### config.mk
export PLATFORM = sky130hd
export DESIGN_NAME = sdram_port_mux_flat
export DESIGN_NICKNAME = d
export VERILOG_FILES = /design/src/rtl/sdram_port_mux_if.sv /design/src/rtl/sdram_port_mux.sv /design/src/flat_wrapper.sv
export SDC_FILE = /design/constraint.sdc
export NUM_CORES = 1
export LEC_CHECK = 0
export CORE_ASPECT_RATIO = 0.7
export CORE_MARGIN = 2
export CORE_UTILIZATION = 40
export CTS_BUF_LIST = sky130_fd_sc_hd__clkbuf_4 sky130_fd_sc_hd__clkbuf_8 sky130_fd_sc_hd__clkbuf_16
export CTS_CLUSTER_DIAMETER = 80
export DETAILED_ROUTE_END_ITERATION = 8
export PLACE_DENSITY = 0.68
export SLEW_MARGIN = 30
export SYNTH_ARGS = -nofsm -noshare
export SYNTH_HDL_FRONTEND = slang
export SYNTH_SLANG_ARGS = --single-unit
### constraint.sdc
create_clock -name clk_sys -period 1.93 [get_ports clk_sys]
set_input_delay 0.386 -clock clk_sys [delete_from_list [all_inputs] [get_ports clk_sys]]
set_output_delay 0.386 -clock clk_sys [all_outputs]
set_load 0.005 [all_outputs]
### src/rtl/sdram_port_mux_if.sv
// -----------------------------------------------------------------------------
// sdram_port_mux_if
//   Bundles every bus signal of the SDRAM port multiplexer: the HPS ioctl
//   download port, the renderer image-read port, and the single-outstanding
//   SDRAM byte-controller command port.
//
//   Modports:
//     slave  - the multiplexer itself (sdram_port_mux)
//     master - the environment around it (hps_io, renderer and controller side)
//
//   Signals:
//     ioctl_download/ioctl_wr/ioctl_addr/ioctl_dout  download write request
//     ioctl_wait                                     download backpressure
//     img_base/img_addr/img_read                     image read request
//     img_data/img_ready                             image read return
//     sdram_addr/sdram_din/sdram_rd/sdram_we         controller command
//     sdram_ready/sdram_dout                         controller completion
//     timeout_err                                    sticky watchdog flag
// -----------------------------------------------------------------------------
interface sdram_port_mux_if #(
    parameter int AW = 25
) ();
    logic          ioctl_download;
    logic          ioctl_wr;
    logic [AW-1:0] ioctl_addr;
    logic [7:0]    ioctl_dout;
    logic          ioctl_wait;

    logic [AW-1:0] img_base;
    logic [AW-1:0] img_addr;
    logic          img_read;
    logic [7:0]    img_data;
    logic          img_ready;

    logic [AW-1:0] sdram_addr;
    logic [7:0]    sdram_din;
    logic          sdram_rd;
    logic          sdram_we;
    logic          sdram_ready;
    logic [7:0]    sdram_dout;

    logic          timeout_err;

    modport slave (
        input  ioctl_download, ioctl_wr, ioctl_addr, ioctl_dout,
        output ioctl_wait,
        input  img_base, img_addr, img_read,
        output img_data, img_ready,
        output sdram_addr, sdram_din, sdram_rd, sdram_we,
        input  sdram_ready, sdram_dout,
        output timeout_err
    );

    modport master (
        output ioctl_download, ioctl_wr, ioctl_addr, ioctl_dout,
        input  ioctl_wait,
        output img_base, img_addr, img_read,
        input  img_data, img_ready,
        input  sdram_addr, sdram_din, sdram_rd, sdram_we,
        output sdram_ready, sdram_dout,
        input  timeout_err
    );
endinterface

### src/rtl/sdram_port_mux.sv
// -----------------------------------------------------------------------------
// sdram_port_mux
//   Client-side front end of the SDRAM byte controller. Arbitrates HPS ioctl
//   download writes and renderer image-byte reads onto one single-outstanding
//   command port. Writes always win over reads; an active download flushes and
//   blocks image reads. A watchdog abandons commands the controller never
//   completes and raises a sticky timeout_err.
//
//   Ports:
//     clk_sys  system clock, all logic on the rising edge
//     reset_n  asynchronous active-low reset
//     bus      sdram_port_mux_if.slave (ioctl, image and controller signals);
//              the interface AW must equal this module's AW
//
//   Parameters:
//     AW       address width of ioctl, image and SDRAM addresses
//     TIMEOUT  wait cycles before a command is abandoned (>= 2)
// -----------------------------------------------------------------------------
module sdram_port_mux #(
    parameter int AW      = 25,
    parameter int TIMEOUT = 255
) (
    input  logic                 clk_sys,
    input  logic                 reset_n,
    sdram_port_mux_if.slave      bus
);

    localparam int WDW = $clog2(TIMEOUT + 1);
    localparam logic [WDW-1:0] WD_LAST = WDW'(TIMEOUT - 1);

    typedef enum logic [1:0] {
        ST_IDLE    = 2'd0,
        ST_WR_WAIT = 2'd1,
        ST_RD_WAIT = 2'd2
    } state_t;

    state_t         state_reg, state_next;

    // single-entry capture buffers
    logic           wbuf_valid_reg, wbuf_valid_next;
    logic [AW-1:0]  wbuf_addr_reg,  wbuf_addr_next;
    logic [7:0]     wbuf_data_reg,  wbuf_data_next;
    logic           rbuf_valid_reg, rbuf_valid_next;
    logic [AW-1:0]  rbuf_addr_reg,  rbuf_addr_next;

    logic [WDW-1:0] wd_reg, wd_next;

    // registered outputs
    logic [AW-1:0]  sdram_addr_reg,  sdram_addr_next;
    logic [7:0]     sdram_din_reg,   sdram_din_next;
    logic           sdram_rd_reg,    sdram_rd_next;
    logic           sdram_we_reg,    sdram_we_next;
    logic [7:0]     img_data_reg,    img_data_next;
    logic           img_ready_reg,   img_ready_next;
    logic           ioctl_wait_reg,  ioctl_wait_next;
    logic           timeout_err_reg, timeout_err_next;

    // Image address is relative to the decoded base; the sum wraps at 2^AW.
    logic [AW-1:0]  img_req_addr;
    assign img_req_addr = bus.img_base + bus.img_addr;

    always_comb begin
        state_next       = state_reg;
        wbuf_valid_next  = wbuf_valid_reg;
        wbuf_addr_next   = wbuf_addr_reg;
        wbuf_data_next   = wbuf_data_reg;
        rbuf_valid_next  = rbuf_valid_reg;
        rbuf_addr_next   = rbuf_addr_reg;
        wd_next          = wd_reg;
        sdram_addr_next  = sdram_addr_reg;
        sdram_din_next   = sdram_din_reg;
        sdram_rd_next    = 1'b0;
        sdram_we_next    = 1'b0;
        img_data_next    = img_data_reg;
        img_ready_next   = 1'b0;
        timeout_err_next = timeout_err_reg;

        // Capture. A second write while the entry is valid simply overwrites
        // it; a newer read replaces an unissued one. Download flushes reads.
        if (bus.ioctl_wr) begin
            wbuf_valid_next = 1'b1;
            wbuf_addr_next  = bus.ioctl_addr;
            wbuf_data_next  = bus.ioctl_dout;
        end
        if (bus.ioctl_download) begin
            rbuf_valid_next = 1'b0;
        end else if (bus.img_read) begin
            rbuf_valid_next = 1'b1;
            rbuf_addr_next  = img_req_addr;
        end

        unique case (state_reg)
            ST_IDLE: begin
                wd_next = '0;
                // A request arriving while idle is issued at the same edge
                // that would have captured it, so the command pulse follows
                // the request by exactly one cycle. Stored entries are older
                // than new requests and go first; a new request arriving
                // together with a stored issue stays in the buffer.
                if (wbuf_valid_reg) begin
                    state_next      = ST_WR_WAIT;
                    sdram_addr_next = wbuf_addr_reg;
                    sdram_din_next  = wbuf_data_reg;
                    sdram_we_next   = 1'b1;
                    if (!bus.ioctl_wr) begin
                        wbuf_valid_next = 1'b0;
                    end
                end else if (bus.ioctl_wr) begin
                    state_next      = ST_WR_WAIT;
                    sdram_addr_next = bus.ioctl_addr;
                    sdram_din_next  = bus.ioctl_dout;
                    sdram_we_next   = 1'b1;
                    wbuf_valid_next = 1'b0;
                end else if (rbuf_valid_reg && !bus.ioctl_download) begin
                    state_next      = ST_RD_WAIT;
                    sdram_addr_next = rbuf_addr_reg;
                    sdram_rd_next   = 1'b1;
                    if (!bus.img_read) begin
                        rbuf_valid_next = 1'b0;
                    end
                end else if (bus.img_read && !bus.ioctl_download) begin
                    state_next      = ST_RD_WAIT;
                    sdram_addr_next = img_req_addr;
                    sdram_rd_next   = 1'b1;
                    rbuf_valid_next = 1'b0;
                end
            end

            ST_WR_WAIT, ST_RD_WAIT: begin
                // Completion wins over a coincident watchdog expiry.
                if (bus.sdram_ready) begin
                    state_next = ST_IDLE;
                    wd_next    = '0;
                    if (state_reg == ST_RD_WAIT) begin
                        img_data_next  = bus.sdram_dout;
                        img_ready_next = 1'b1;
                    end
                end else if (wd_reg == WD_LAST) begin
                    // The command has now spent TIMEOUT cycles waiting.
                    state_next       = ST_IDLE;
                    wd_next          = '0;
                    timeout_err_next = 1'b1;
                end else begin
                    wd_next = wd_reg + 1'b1;
                end
            end

            default: begin
                state_next = ST_IDLE;
                wd_next    = '0;
            end
        endcase

        // Backpressure covers both a queued write and one in flight.
        ioctl_wait_next = wbuf_valid_next || (state_next == ST_WR_WAIT);
    end

    always_ff @(posedge clk_sys or negedge reset_n) begin
        if (!reset_n) begin
            state_reg       <= ST_IDLE;
            wbuf_valid_reg  <= 1'b0;
            wbuf_addr_reg   <= '0;
            wbuf_data_reg   <= '0;
            rbuf_valid_reg  <= 1'b0;
            rbuf_addr_reg   <= '0;
            wd_reg          <= '0;
            sdram_addr_reg  <= '0;
            sdram_din_reg   <= '0;
            sdram_rd_reg    <= 1'b0;
            sdram_we_reg    <= 1'b0;
            img_data_reg    <= '0;
            img_ready_reg   <= 1'b0;
            ioctl_wait_reg  <= 1'b0;
            timeout_err_reg <= 1'b0;
        end else begin
            state_reg       <= state_next;
            wbuf_valid_reg  <= wbuf_valid_next;
            wbuf_addr_reg   <= wbuf_addr_next;
            wbuf_data_reg   <= wbuf_data_next;
            rbuf_valid_reg  <= rbuf_valid_next;
            rbuf_addr_reg   <= rbuf_addr_next;
            wd_reg          <= wd_next;
            sdram_addr_reg  <= sdram_addr_next;
            sdram_din_reg   <= sdram_din_next;
            sdram_rd_reg    <= sdram_rd_next;
            sdram_we_reg    <= sdram_we_next;
            img_data_reg    <= img_data_next;
            img_ready_reg   <= img_ready_next;
            ioctl_wait_reg  <= ioctl_wait_next;
            timeout_err_reg <= timeout_err_next;
        end
    end

    assign bus.sdram_addr  = sdram_addr_reg;
    assign bus.sdram_din   = sdram_din_reg;
    assign bus.sdram_rd    = sdram_rd_reg;
    assign bus.sdram_we    = sdram_we_reg;
    assign bus.img_data    = img_data_reg;
    assign bus.img_ready   = img_ready_reg;
    assign bus.ioctl_wait  = ioctl_wait_reg;
    assign bus.timeout_err = timeout_err_reg;

endmodule

### src/flat_wrapper.sv
// flat-port wrapper written by rule: the top's interface ports become plain ports
module sdram_port_mux_flat 
#(
    parameter int AW      = 25,
    parameter int TIMEOUT = 255
)
  (clk_sys, reset_n, bus_ioctl_download, bus_ioctl_wr, bus_ioctl_addr, bus_ioctl_dout, bus_ioctl_wait, bus_img_base, bus_img_addr, bus_img_read, bus_img_data, bus_img_ready, bus_sdram_addr, bus_sdram_din, bus_sdram_rd, bus_sdram_we, bus_sdram_ready, bus_sdram_dout, bus_timeout_err);
  sdram_port_mux_if #(.AW(AW)) bus_i ();
  input  logic clk_sys;
  input  logic reset_n;
  input wire logic [$bits(bus_i.ioctl_download)-1:0] bus_ioctl_download;
  input wire logic [$bits(bus_i.ioctl_wr)-1:0] bus_ioctl_wr;
  input wire logic [$bits(bus_i.ioctl_addr)-1:0] bus_ioctl_addr;
  input wire logic [$bits(bus_i.ioctl_dout)-1:0] bus_ioctl_dout;
  output wire logic [$bits(bus_i.ioctl_wait)-1:0] bus_ioctl_wait;
  input wire logic [$bits(bus_i.img_base)-1:0] bus_img_base;
  input wire logic [$bits(bus_i.img_addr)-1:0] bus_img_addr;
  input wire logic [$bits(bus_i.img_read)-1:0] bus_img_read;
  output wire logic [$bits(bus_i.img_data)-1:0] bus_img_data;
  output wire logic [$bits(bus_i.img_ready)-1:0] bus_img_ready;
  output wire logic [$bits(bus_i.sdram_addr)-1:0] bus_sdram_addr;
  output wire logic [$bits(bus_i.sdram_din)-1:0] bus_sdram_din;
  output wire logic [$bits(bus_i.sdram_rd)-1:0] bus_sdram_rd;
  output wire logic [$bits(bus_i.sdram_we)-1:0] bus_sdram_we;
  input wire logic [$bits(bus_i.sdram_ready)-1:0] bus_sdram_ready;
  input wire logic [$bits(bus_i.sdram_dout)-1:0] bus_sdram_dout;
  output wire logic [$bits(bus_i.timeout_err)-1:0] bus_timeout_err;
  assign bus_i.ioctl_download = bus_ioctl_download;
  assign bus_i.ioctl_wr = bus_ioctl_wr;
  assign bus_i.ioctl_addr = bus_ioctl_addr;
  assign bus_i.ioctl_dout = bus_ioctl_dout;
  assign bus_ioctl_wait = bus_i.ioctl_wait;
  assign bus_i.img_base = bus_img_base;
  assign bus_i.img_addr = bus_img_addr;
  assign bus_i.img_read = bus_img_read;
  assign bus_img_data = bus_i.img_data;
  assign bus_img_ready = bus_i.img_ready;
  assign bus_sdram_addr = bus_i.sdram_addr;
  assign bus_sdram_din = bus_i.sdram_din;
  assign bus_sdram_rd = bus_i.sdram_rd;
  assign bus_sdram_we = bus_i.sdram_we;
  assign bus_i.sdram_ready = bus_sdram_ready;
  assign bus_i.sdram_dout = bus_sdram_dout;
  assign bus_timeout_err = bus_i.timeout_err;
  sdram_port_mux #(.AW(AW), .TIMEOUT(TIMEOUT)) u_core (.clk_sys(clk_sys), .reset_n(reset_n), .bus(bus_i));
endmodule
* After elaboration in Yosys (flattened, before gate mapping)
Cells that the tools add are included.
** Word-level totals
- Logic and storage cells :: 76
- Output and inout port bits :: 46
- Bits in registers :: 116
** Cells by class
- Add/subtract/negate cells :: 2
- Equality and inequality tests :: 4
- Bitwise logic cells :: 2
- Reductions and logical operators :: 13
- Multiplexer cells :: 40
** Operators by type and width (count)
- 25-bit two-way mux :: 4
- 8-bit two-way mux :: 5
- 25-bit adder :: 1
- 1-bit two-way mux :: 24
- 2-bit two-way mux :: 6
- 8-bit by 1-bit adder with 8-bit output (second input constant) :: 1
- 8-bit equality test (second input constant) :: 1
- 2-bit AND reduction :: 3
- 3-bit AND reduction :: 2
- 2-bit by 1-bit equality test with 1-bit output (second input constant) :: 2
- 2-bit case mux with 2 select lines :: 1
- 4-bit nonzero test :: 1
- 2-bit equality test (second input constant) :: 1
- 1-bit logical AND :: 2
- 2-bit logical NOT :: 1
- 1-bit NOT :: 2
- 2-bit nonzero test :: 1
- 2-bit OR reduction :: 1
- 1-bit logical NOT :: 1
- 1-bit logical OR :: 1

* Depth between registers and ports, before layout
Gate-level depths: netlist of the first run.
- Depth in word-level cells :: 9
- Depth in mapped cells :: 10
- Mapped depth without buffers :: 10

* Least setup slack after synthesis of the first run
No wires, ideal clock.
- Path kind :: input to register
- From :: input bus_img_addr[0]
- To :: register u_core.sdram_addr_reg[20] (netlist: u_core.bus.sdram_addr[20])
- Data required time :: 1.788 ns
- Stages :: 10
- Setup time :: 0.142 ns
- Arrival time :: 2.598 ns
- Path slack :: -0.811 ns
- Cell sequence :: ha_1 -> fa_1 -> a211oi_2 -> o21ai_1 -> nand3_1 -> o221ai_2 -> a221o_2 -> a221oi_2 -> xor2_1 -> o221ai_1
** On the way
- Cells in the longest elaborated chain, start to end :: 5
** RTL lines
- from (decl) :: RTL line flat_wrapper.sv:17 : input wire logic [$bits(bus_i.img_addr)-1:0] bus_img_addr;
- 25-bit adder :: RTL line sdram_port_mux.sv:60 : assign img_req_addr = bus.img_base + bus.img_addr;
- 25-bit two-way mux :: RTL line sdram_port_mux.sv:121 : end else if (bus.img_read && !bus.ioctl_download) begin
- 25-bit two-way mux :: RTL line sdram_port_mux.sv:114 : end else if (rbuf_valid_reg && !bus.ioctl_download) begin
- 25-bit two-way mux :: RTL line sdram_port_mux.sv:108 : end else if (bus.ioctl_wr) begin
- 25-bit two-way mux :: RTL line sdram_port_mux.sv:100 : if (wbuf_valid_reg) begin
- to (signal assigned) :: RTL line sdram_port_mux.sv:183 : sdram_addr_reg <= sdram_addr_next;
- to (decl) :: RTL line sdram_port_mux.sv:49 : logic [AW-1:0] sdram_addr_reg, sdram_addr_next;
No other way between the ends. The select of a mux whose other input is x is not followed.
A chain may end at the register's enable or synchronous reset.

* Worst setup path after layout of the first run
- From :: input bus_img_base[0]
- To :: register u_core.sdram_addr_reg[20] (netlist: u_core.bus.sdram_addr[20])
** On the way
- Cells in the longest elaborated chain, start to end :: 5
** RTL lines
- from (decl) :: RTL line flat_wrapper.sv:16 : input wire logic [$bits(bus_i.img_base)-1:0] bus_img_base;
- 25-bit adder :: RTL line sdram_port_mux.sv:60
- 25-bit two-way mux :: RTL line sdram_port_mux.sv:121
- 25-bit two-way mux :: RTL line sdram_port_mux.sv:114
- 25-bit two-way mux :: RTL line sdram_port_mux.sv:108
- 25-bit two-way mux :: RTL line sdram_port_mux.sv:100
No other way between the ends. The select of a mux whose other input is x is not followed.

==> results of run 1 <==
## layout make-up
| type | instances | area [sq um] | share of cell area [%] |
|---|---|---|---|
| Inverter | 15 | 56.3 | 0.544 |
| Clock inverter | 10 | 130 | 1.26 |
| Sequential cell | 116 | 2900 | 28.1 |
| Tap cell | 200 | 250 | 2.42 |
| Timing Repair Buffer | 262 | 2440 | 23.6 |
| Clock buffer | 21 | 474 | 4.58 |
| Multi-Input combinational cell | 490 | 4090 | 39.5 |
## power by group
part | leakage (nW) | internal [W] | switching [W] | total (W)
clock | 0.298 | 0.00213 | 0.00110 | 0.00322
combinational | 2.83 | 0.00253 | 0.00221 | 0.00473
sequential | 1.43 | 0.00312 | 0.000439 | 0.00356
## kinds of logic (layout without fill, tap and decap cells)
family,Yosys count,in the layout,synth area share (%)
AO/OA/AOI/OAI,196,196,20.3
AND/OR/NAND/NOR,177,177,12.2
flip-flops,116,116,44.7
multiplexers,60,60,10.1
buffers and inverters,52,308,3.05
adder cells (fa/ha/maj),31,31,6.05
XOR/XNOR,26,26,3.51
## cells in the mapped netlist (2+ instances only)
cell type / count / area [sq um]
sky130_fd_sc_hd__dfrtp_1: 116 / 2900
sky130_fd_sc_hd__nand2_1: 89 / 334
sky130_fd_sc_hd__mux2_2: 46 / 518
sky130_fd_sc_hd__o21ai_0: 45 / 225
sky130_fd_sc_hd__a21oi_1: 44 / 220
sky130_fd_sc_hd__nor2_1: 37 / 139
sky130_fd_sc_hd__clkbuf_1: 30 / 113
sky130_fd_sc_hd__ha_1: 29 / 363
sky130_fd_sc_hd__inv_1: 15 / 56.3
sky130_fd_sc_hd__a21o_1: 14 / 105
sky130_fd_sc_hd__mux2i_1: 14 / 140
sky130_fd_sc_hd__o21ai_1: 14 / 70.1
sky130_fd_sc_hd__a22oi_1: 13 / 97.6
sky130_fd_sc_hd__xnor2_1: 13 / 114
sky130_fd_sc_hd__xor2_1: 13 / 114
sky130_fd_sc_hd__nand3_1: 12 / 60.1
sky130_fd_sc_hd__and3_1: 10 / 62.6
sky130_fd_sc_hd__a211oi_1: 9 / 67.6
sky130_fd_sc_hd__o221ai_1: 7 / 61.3
sky130_fd_sc_hd__nor3_1: 6 / 30.0
sky130_fd_sc_hd__a21oi_2: 5 / 43.8
sky130_fd_sc_hd__buf_1: 5 / 18.8
sky130_fd_sc_hd__nand2b_1: 5 / 31.3
sky130_fd_sc_hd__o31ai_1: 5 / 37.5
sky130_fd_sc_hd__a31oi_1: 4 / 25.0
sky130_fd_sc_hd__o21bai_1: 4 / 30.0
sky130_fd_sc_hd__a211o_1: 3 / 26.3
sky130_fd_sc_hd__a221oi_1: 3 / 26.3
sky130_fd_sc_hd__nand4_1: 3 / 18.8
sky130_fd_sc_hd__nor2b_1: 3 / 18.8
sky130_fd_sc_hd__o211ai_1: 3 / 22.5
sky130_fd_sc_hd__o21a_1: 3 / 22.5
sky130_fd_sc_hd__and2_1: 2 / 12.5
sky130_fd_sc_hd__buf_2: 2 / 10.0
sky130_fd_sc_hd__o21ai_2: 2 / 17.5
## per-layer routing
metal,vias to the layer above,global-route usage (%),routed length [um]
met5,-,0,0
met4,0,8.13,530
met3,47,4.75,1120
met2,178,39.2,9680
met1,3008,29.6,8540
li1,2861,-,-
## worst max-delay path: cells and delay by family
family                   cells  cell delay (ns)
AND/OR/NAND/NOR              1             0.12
adder cells (fa/ha/maj)      2             0.53
XOR/XNOR                     1             0.24
AO/OA/AOI/OAI                6             1.27
buffers and inverters        1             0.10
## path summary, 6_finish.rpt
check                           cells past startpoint  slack (ns)                                     to
max in group asynchronous                           3        0.91        u_core.wbuf_valid_reg$_DFF_PN0_
worst max-delay path                               11       -0.44  u_core.bus.sdram_addr[20]$_DFFE_PN0P_
worst max register to register                      7        0.16  u_core.bus.sdram_addr[24]$_DFFE_PN0P_
worst min register to register                      2        0.48    u_core.rbuf_addr_reg[5]$_DFFE_PN0P_
min in group asynchronous                           2        0.38    u_core.rbuf_addr_reg[4]$_DFFE_PN0P_
worst min-delay path                                3        0.34    u_core.rbuf_addr_reg[0]$_DFFE_PN0P_
## per-stage QoR
| stage | total power (W) | area (sq um) |
|---|---|---|
| 2_1_floorplan | 0.00554 | 6610 |
| 3_3_place_gp | 0.00764 | 8930 |
| 3_5_place_dp | 0.00779 | 8930 |
| 4_1_cts | 0.0114 | 10200 |
| 5_1_grt | 0.0121 | 10400 |
| 6_report | 0.0115 | 10400 |
## what timing repair did
item / CTS / global route
setup endpoints to repair: 40 / 36
hold endpoints to repair: 13 / 0
hold buffers: 1 / 0
pin swaps: 76 / 48
setup buffers: 19 / 11
resized for setup: 177 / 46
==> results.md, run 1 <==
- The sequential share of the synthesized area is between 40 and 50%.
- The signal on the critical path passes through buf_6 -> ha_4 -> fa_2 -> a211oi_4 -> o21ai_2 -> nand3_2 -> o221ai_4 -> a221o_2 -> a221oi_2 -> xor2_1 -> o221ai_1.
- The critical path arrival is approximately 2.7 ns.
- The maximum fanout encountered on the critical timing path is 2.
- The initialized floorplan defines 38 standard-cell rows.
- The hold slack is around 0.34 ns.
- At the later pin of the worst-skew pair, clock insertion delay measures 0.41 ns.
- The ratio of routed vias to standard cells is ~5.5.
- The area of the die is 17300 sq um.
- The CTS clock-pin slew for the worst setup and hold paths is roughly 0.060 ns.
- The sum of negative setup slack is -9.02 ns.
- Detailed placement finished with a half-perimeter wire length of about 14 mm.
- In the routed design, unresolved DRC markers number 0.
- The Yosys warning count is 0.
- The library cells used most frequently in the layout, excluding fill and tap cells, are sky130_fd_sc_hd__dfrtp_1, sky130_fd_sc_hd__clkdlybuf4s50_1, sky130_fd_sc_hd__buf_4.
- The highest clock frequency the design can meet is roughly 420 MHz.
- The number of antenna violations at the first check in global routing is 0.
- The remaining antenna violation count after routing is 0.
- The run finished, with violations left.
- Setup violations remaining at the end of the flow were counted as 35.
- The type of the setup path with the least slack is in2reg.
- STA classifies the critical path startpoint as a primary input.
- The largest net degree at the start of global routing is between 60 and 70.
- The leftover overflow at the end of global routing is 0.
- The share of layout cells above drive strength 1 is between 30% and 40%.
- Across the run, the number of max-cap violations was 0.
- The mapped netlist covers about 6500 sq um.
- The maximum vdd drop is 0.000652 V.
- The non-filler instance count after layout is ~1100.
- The antenna diode instance count is 0.
- For this run, the detailed router's first-pass iteration total came to 5.
- The reg-to-reg startpoint is u_core.state_reg[0]$_DFF_PN0_.
- The largest individual stage delay along the critical path comes from the cell sky130_fd_sc_hd__a221o_2.
- The count of final hold-check violations is 0.
- From synthesis to final layout, the design area changed by 59.5%.
- The count of unique library cells instantiated by Yosys is 65.
- The path class of the tightest hold or removal check is in2reg.
- The core area is about 16000 sq um.
- The number of buffers created by CTS is 17.
- Setup repair after global routing could not meet its margin everywhere.
- The worst slack at placement is -1.36 ns.
- For this run, the slowest stage of the critical path takes between 0.3 and 0.4 ns.
- The maximum clock skew at final layout is between 0.008 and 0.009 ns.
- In this run the worst setup path begins at bus_img_base[0].
- The register bit count reported by yosys is 116.
- In this run the count of I/O pins placed on the die edge is around 140.
- For this run, the post-layout net count is 1029.
- The number of global-route vias before repair is ~6500.
- Leaving out fill and tap cells, the most frequent cell in the layout is sky130_fd_sc_hd__dfrtp_1.
- The worst path uses 123% of the clock period.
- The final core utilization is 66.0%.
- The worst max-slew margin expressed relative to the limit is between 50% and 60%.
- For this run, the leading register cell type out of synthesis is sky130_fd_sc_hd__dfrtp_1.
- The worst setup margin is -0.440 ns.
- The total routing resource utilization after global routing is between 20% and 30%.
- The floorplan step set the die width to 156 um.
- The checks that failed: setup timing.
- In this run the most critical hold path is launched from bus_img_addr[0].
- The slew at the pin closest to its max-slew limit is around 0.61 ns.
- The mean area per synthesized cell is about 9.9 sq um.
- The count of filler cells inserted in the layout is about 1200.
- The number of buffers on the longest clock path is 2.
- The routed design could run at a clock period as short as 2.37 ns.
- Summing over every cut layer, the via total after detailed routing is approximately 6000.
- The first-iteration detailed-routing DRC count is between 300 and 400.
- The share of synthesized registers carrying an async set or reset is between 90% and 100%.
- The power density normalized to cell area is approximately 1100 nW/um^2.
- Input and output buffers added on the ports amount to about 140.
- Summed over all cells, the static leakage comes to 4.56 nW.
- The cell sitting at the root of the clock tree is a sky130_fd_sc_hd__clkbuf_16.
- The number of placed instances, taps included, is ~1100.
- Once the floorplan was initialized, standard cells occupied 41.4% of the core.
- The clock drives between 100 and 150 sinks.
- The final number of max-transition violations came to 0.
- TritonCTS built the clock tree.
- The H-tree depth is 4.
- The final estimated routing congestion in global placement is about 0.85.
- The y dimension of the die is 111 um.
- The number of enable-type register cells in the synthesized netlist is 0.
- The gate count of the mapped netlist is ~660.
- The routed design has 19.9 mm of wire.
- In the final routed layout, each cell accounts on average for between 15 and 20 um.
- The required time of the worst setup path is between 2 and 2.5 ns.
- Synthesis produced a netlist with a net count of 785.
- STA classifies the critical path endpoint as a flop.
- The first global-routing pass estimated 32.0 mm of wire.
(Power assumes the default switching activity.)
==> inputs of run 2 (changes only) <==
--- a/config.mk
+++ b/config.mk
@@ -11,7 +11,7 @@
 export CTS_BUF_LIST = sky130_fd_sc_hd__clkbuf_4 sky130_fd_sc_hd__clkbuf_8 sky130_fd_sc_hd__clkbuf_16
 export CTS_CLUSTER_DIAMETER = 80
 export DETAILED_ROUTE_END_ITERATION = 8
-export PLACE_DENSITY = 0.68
+export PLACE_DENSITY = 0.67
 export SLEW_MARGIN = 30
 export SYNTH_ARGS = -nofsm -noshare
 export SYNTH_HDL_FRONTEND = slang
==> constraint.sdc (replaced) <==
create_clock -name clk_sys -period 2.5 [get_ports clk_sys]
set_input_delay 0.5 -clock clk_sys [delete_from_list [all_inputs] [get_ports clk_sys]]
set_output_delay 0.5 -clock clk_sys [all_outputs]
set_load 0.005 [all_outputs]
==> results.md, run 2 (synthesized netlist as in run 1, its figures left out) <==
- The run finished with clean final reports.
- The area of the die is 17300 sq um (unchanged).
- The worst max-slew margin expressed relative to the limit is 56.4% (-2.6 points).
- The master cell of the clock root buffer is sky130_fd_sc_hd__clkbuf_16.
- The maximum vdd drop is 0.000514 V (-21%).
- The share of layout cells above drive strength 1 is 27.7% (-7.2 points).
- The leakage power came to 4.32 nW (-5.3%).
- The ratio of routed vias to standard cells is 5.45 (-0.46%).
- The number of buffers created by CTS is 17 (unchanged).
- The number of instances in the placed design is 1048 (-0.85%).
- STA classifies the critical path endpoint as a flop.
- Setup repair after global routing could not meet its margin everywhere.
- The y dimension of the die is 111 um (unchanged).
- The count of final hold-check violations is 0 (unchanged).
- The slew at the pin closest to its max-slew limit came to 0.654 ns (+0.0434 ns).
- The final number of max-transition violations is 0 (unchanged).
- The non-filler instance count after layout is 1092 (-2.0%).
- The count of filler cells inserted in the layout is 1294 (+9.7%).
- The flip-flop and latch area is 2900 sq um (unchanged).
- The number of port buffers is 142 (unchanged).
- Derived from the worst setup path, the maximum achievable clock frequency is 406 MHz.
- The remaining antenna violation count after routing is 0 (unchanged).
- The global-route wire length before repair was 31.0 mm (-3.3%).
- The first-iteration detailed-routing DRC count is 319 (-20%).
- The worst hold path class is in2async.
- The core area is 15700 sq um (unchanged).
- The number of buffers inserted by hold repair at cts is 0 (-1).
- The clock tree from TritonCTS is done.
- The critical path arrival is 2.74 ns (+0.09 ns).
- The multi-input logic area is 3730 sq um (-8.9%).
- The count of clock tree sinks is 116 (unchanged).
- The final estimated routing congestion in global placement is 0.873 (+2.3%).
- The sum of negative setup slack is 0 ns (+9.02 ns).
- The leftover overflow at the end of global routing came to 0 (unchanged).
- The source-to-sink clock delay at the later pin of the worst-skew pair is 0.41 ns (about the same).
- The total wire length after detailed routing is 19.0 mm (-4.2%).
- The worst slack at placement is -0.801 ns (+0.554 ns).
- The required time of the worst setup path is 2.78 ns (+0.57 ns).
- The power density normalized to cell area is 883 nW/um^2 (-21%).
- The worst setup margin is 0.0349 ns (+0.475 ns).
- The total number of nets in the final design was 1006 (-2.2%).
- The CTS clock-pin slew for the worst setup and hold paths is 0.06 ns (about the same).
- The antenna diode instance count is 0 (unchanged).
- The number of top-level design ports was 143 (unchanged).
- The worst setup path is launched from a primary input.
- The initial core utilization is 41.4% (unchanged).
- The DRC violations left came to 0 (unchanged).
- The horizontal extent of the die is 156 um (unchanged).
- In the finished design, the share of the clock period the worst path needs comes to a little over nine tenths.
- The largest net degree at the start of global routing is 46 (-31%).
- The number of antenna violations at the first check in global routing is 0 (unchanged).
- The standard-cell row count came to 38 (unchanged).
- The critical path in this run is classified as in2reg.
- The maximum clock skew at final layout is 0.00720 ns (-0.00150 ns).
- The total routing resource utilization after global routing was 22.4% (-0.77 points).
- The final period demand of the worst path is between 2 and 2.5 ns.
- The number of buffers on the longest clock path is 2 (unchanged).
- The total of endpoints with negative setup slack in the final report is 0 (-100%).
- The number of global-route vias before repair is 6112 (-6.3%).
- The detailed-routing iteration count for the pre-antenna-repair pass was 5 (unchanged).
- The detailed-placement wirelength estimate came to 13.7 mm (+0.24%).
- The area growth from synthesis to layout is 49.6%.
- In the layout the commonest cells are sky130_fd_sc_hd__dfrtp_1, sky130_fd_sc_hd__clkdlybuf4s50_1, sky130_fd_sc_hd__buf_4.
- The H-tree depth was 4 (unchanged).
- The mean routed wirelength per cell is 17.4 um (-2.2%).
- The via count is 5946 (-2.4%).
- The max-cap check violation count is 0 (unchanged).
- The maximum fanout encountered on the critical timing path came to 3 (+1).
- The most common cell after layout, fill and taps aside is sky130_fd_sc_hd__dfrtp_1.
## run 2: changes by cell type in the layout (fill, tap and decap cells not counted), moves of 5 or more
cell and delta:
sky130_fd_sc_hd__o21ai_2 -5, sky130_fd_sc_hd__o21ai_1 -9, sky130_fd_sc_hd__xnor2_1 +6, sky130_fd_sc_hd__buf_4 -8, sky130_fd_sc_hd__clkdlybuf4s50_1 +6, sky130_fd_sc_hd__buf_6 -19
sky130_fd_sc_hd__xnor2_4 -5, sky130_fd_sc_hd__o21ai_0 +15
## run 2: repair_timing
item | CTS | global route
gates resized for setup | 78 | 36
endpoints found under the setup margin | 28 | 15
setup buffers | 9 | 3
pin swaps | 36 | 29
## run 2: cell type report
cell class / count / area share (%)
Multi-Input combinational cell: 490 / 38.4
Clock buffer: 23 / 5.11
Clock inverter: 9 / 1.29
Tap cell: 200 / 2.58
Timing Repair Buffer: 239 / 22.1
Sequential cell: 116 / 29.9
Inverter: 15 / 0.580
## run 2: routing by layer
layer | global-route usage [%] | share of wire [%] | up-vias
li1 | - | - | 2809
met1 | 31.1 | 46 | 2915
met2 | 36.1 | 47 | 201
met3 | 3.92 | 5.7 | 21
met4 | 6.73 | 1.4 | 0
met5 | 0 | 0 | -
## run 2: stage by stage
step	power (W)	instance area [sq um]	hold slack (ns)	utilization (%)
after floorplan	0.00426	6570	0.204	-
after global placement	0.00580	8800	0.462	56.1
after detailed placement	0.00592	8800	0.468	56.1
after CTS	0.00856	9630	0.134	61.4
after global routing	0.00905	9700	0.155	61.9
final	0.00856	9700	0.116	61.9
## run 2: critical path, cell delays in order
cell and delay (ns):
sky130_fd_sc_hd__buf_6 0.10, sky130_fd_sc_hd__ha_4 0.15, sky130_fd_sc_hd__fa_2 0.37, sky130_fd_sc_hd__a211oi_4 0.25, sky130_fd_sc_hd__o21ai_2 0.10, sky130_fd_sc_hd__nand3_2 0.10, sky130_fd_sc_hd__o221ai_2 0.14, sky130_fd_sc_hd__a221o_2 0.42
sky130_fd_sc_hd__a221oi_2 0.26, sky130_fd_sc_hd__xor2_1 0.23, sky130_fd_sc_hd__o221ai_1 0.13
## run 2: final timing paths
path | depth (start not counted) | end | from | slack, ns
max | 11 | u_core.bus.sdram_addr[20]$_DFFE_PN0P_ | bus_img_base[0] | 0.03
min | 1 | u_core.rbuf_addr_reg[1]$_DFFE_PN0P_ | reset_n | 0.12
max reg2reg | 6 | u_core.bus.ioctl_wait$_DFF_PN0_ | u_core.state_reg[0]$_DFF_PN0_ | 0.66
min reg2reg | 2 | u_core.bus.sdram_addr[10]$_DFFE_PN0P_ | u_core.bus.sdram_addr[10]$_DFFE_PN0P_ | 0.48
max in group asynchronous | 2 | u_core.bus.sdram_din[7]$_DFFE_PN0P_ | reset_n | 1.74
min in group clk_sys | 3 | u_core.rbuf_addr_reg[0]$_DFFE_PN0P_ | bus_img_addr[0] | 0.45
## run 2: power breakdown
part	internal (W)	switching, W	total [W]
logic	0.00173	0.00152	0.00325
registers	0.00241	0.000383	0.00279
clock network	0.00169	0.000837	0.00252
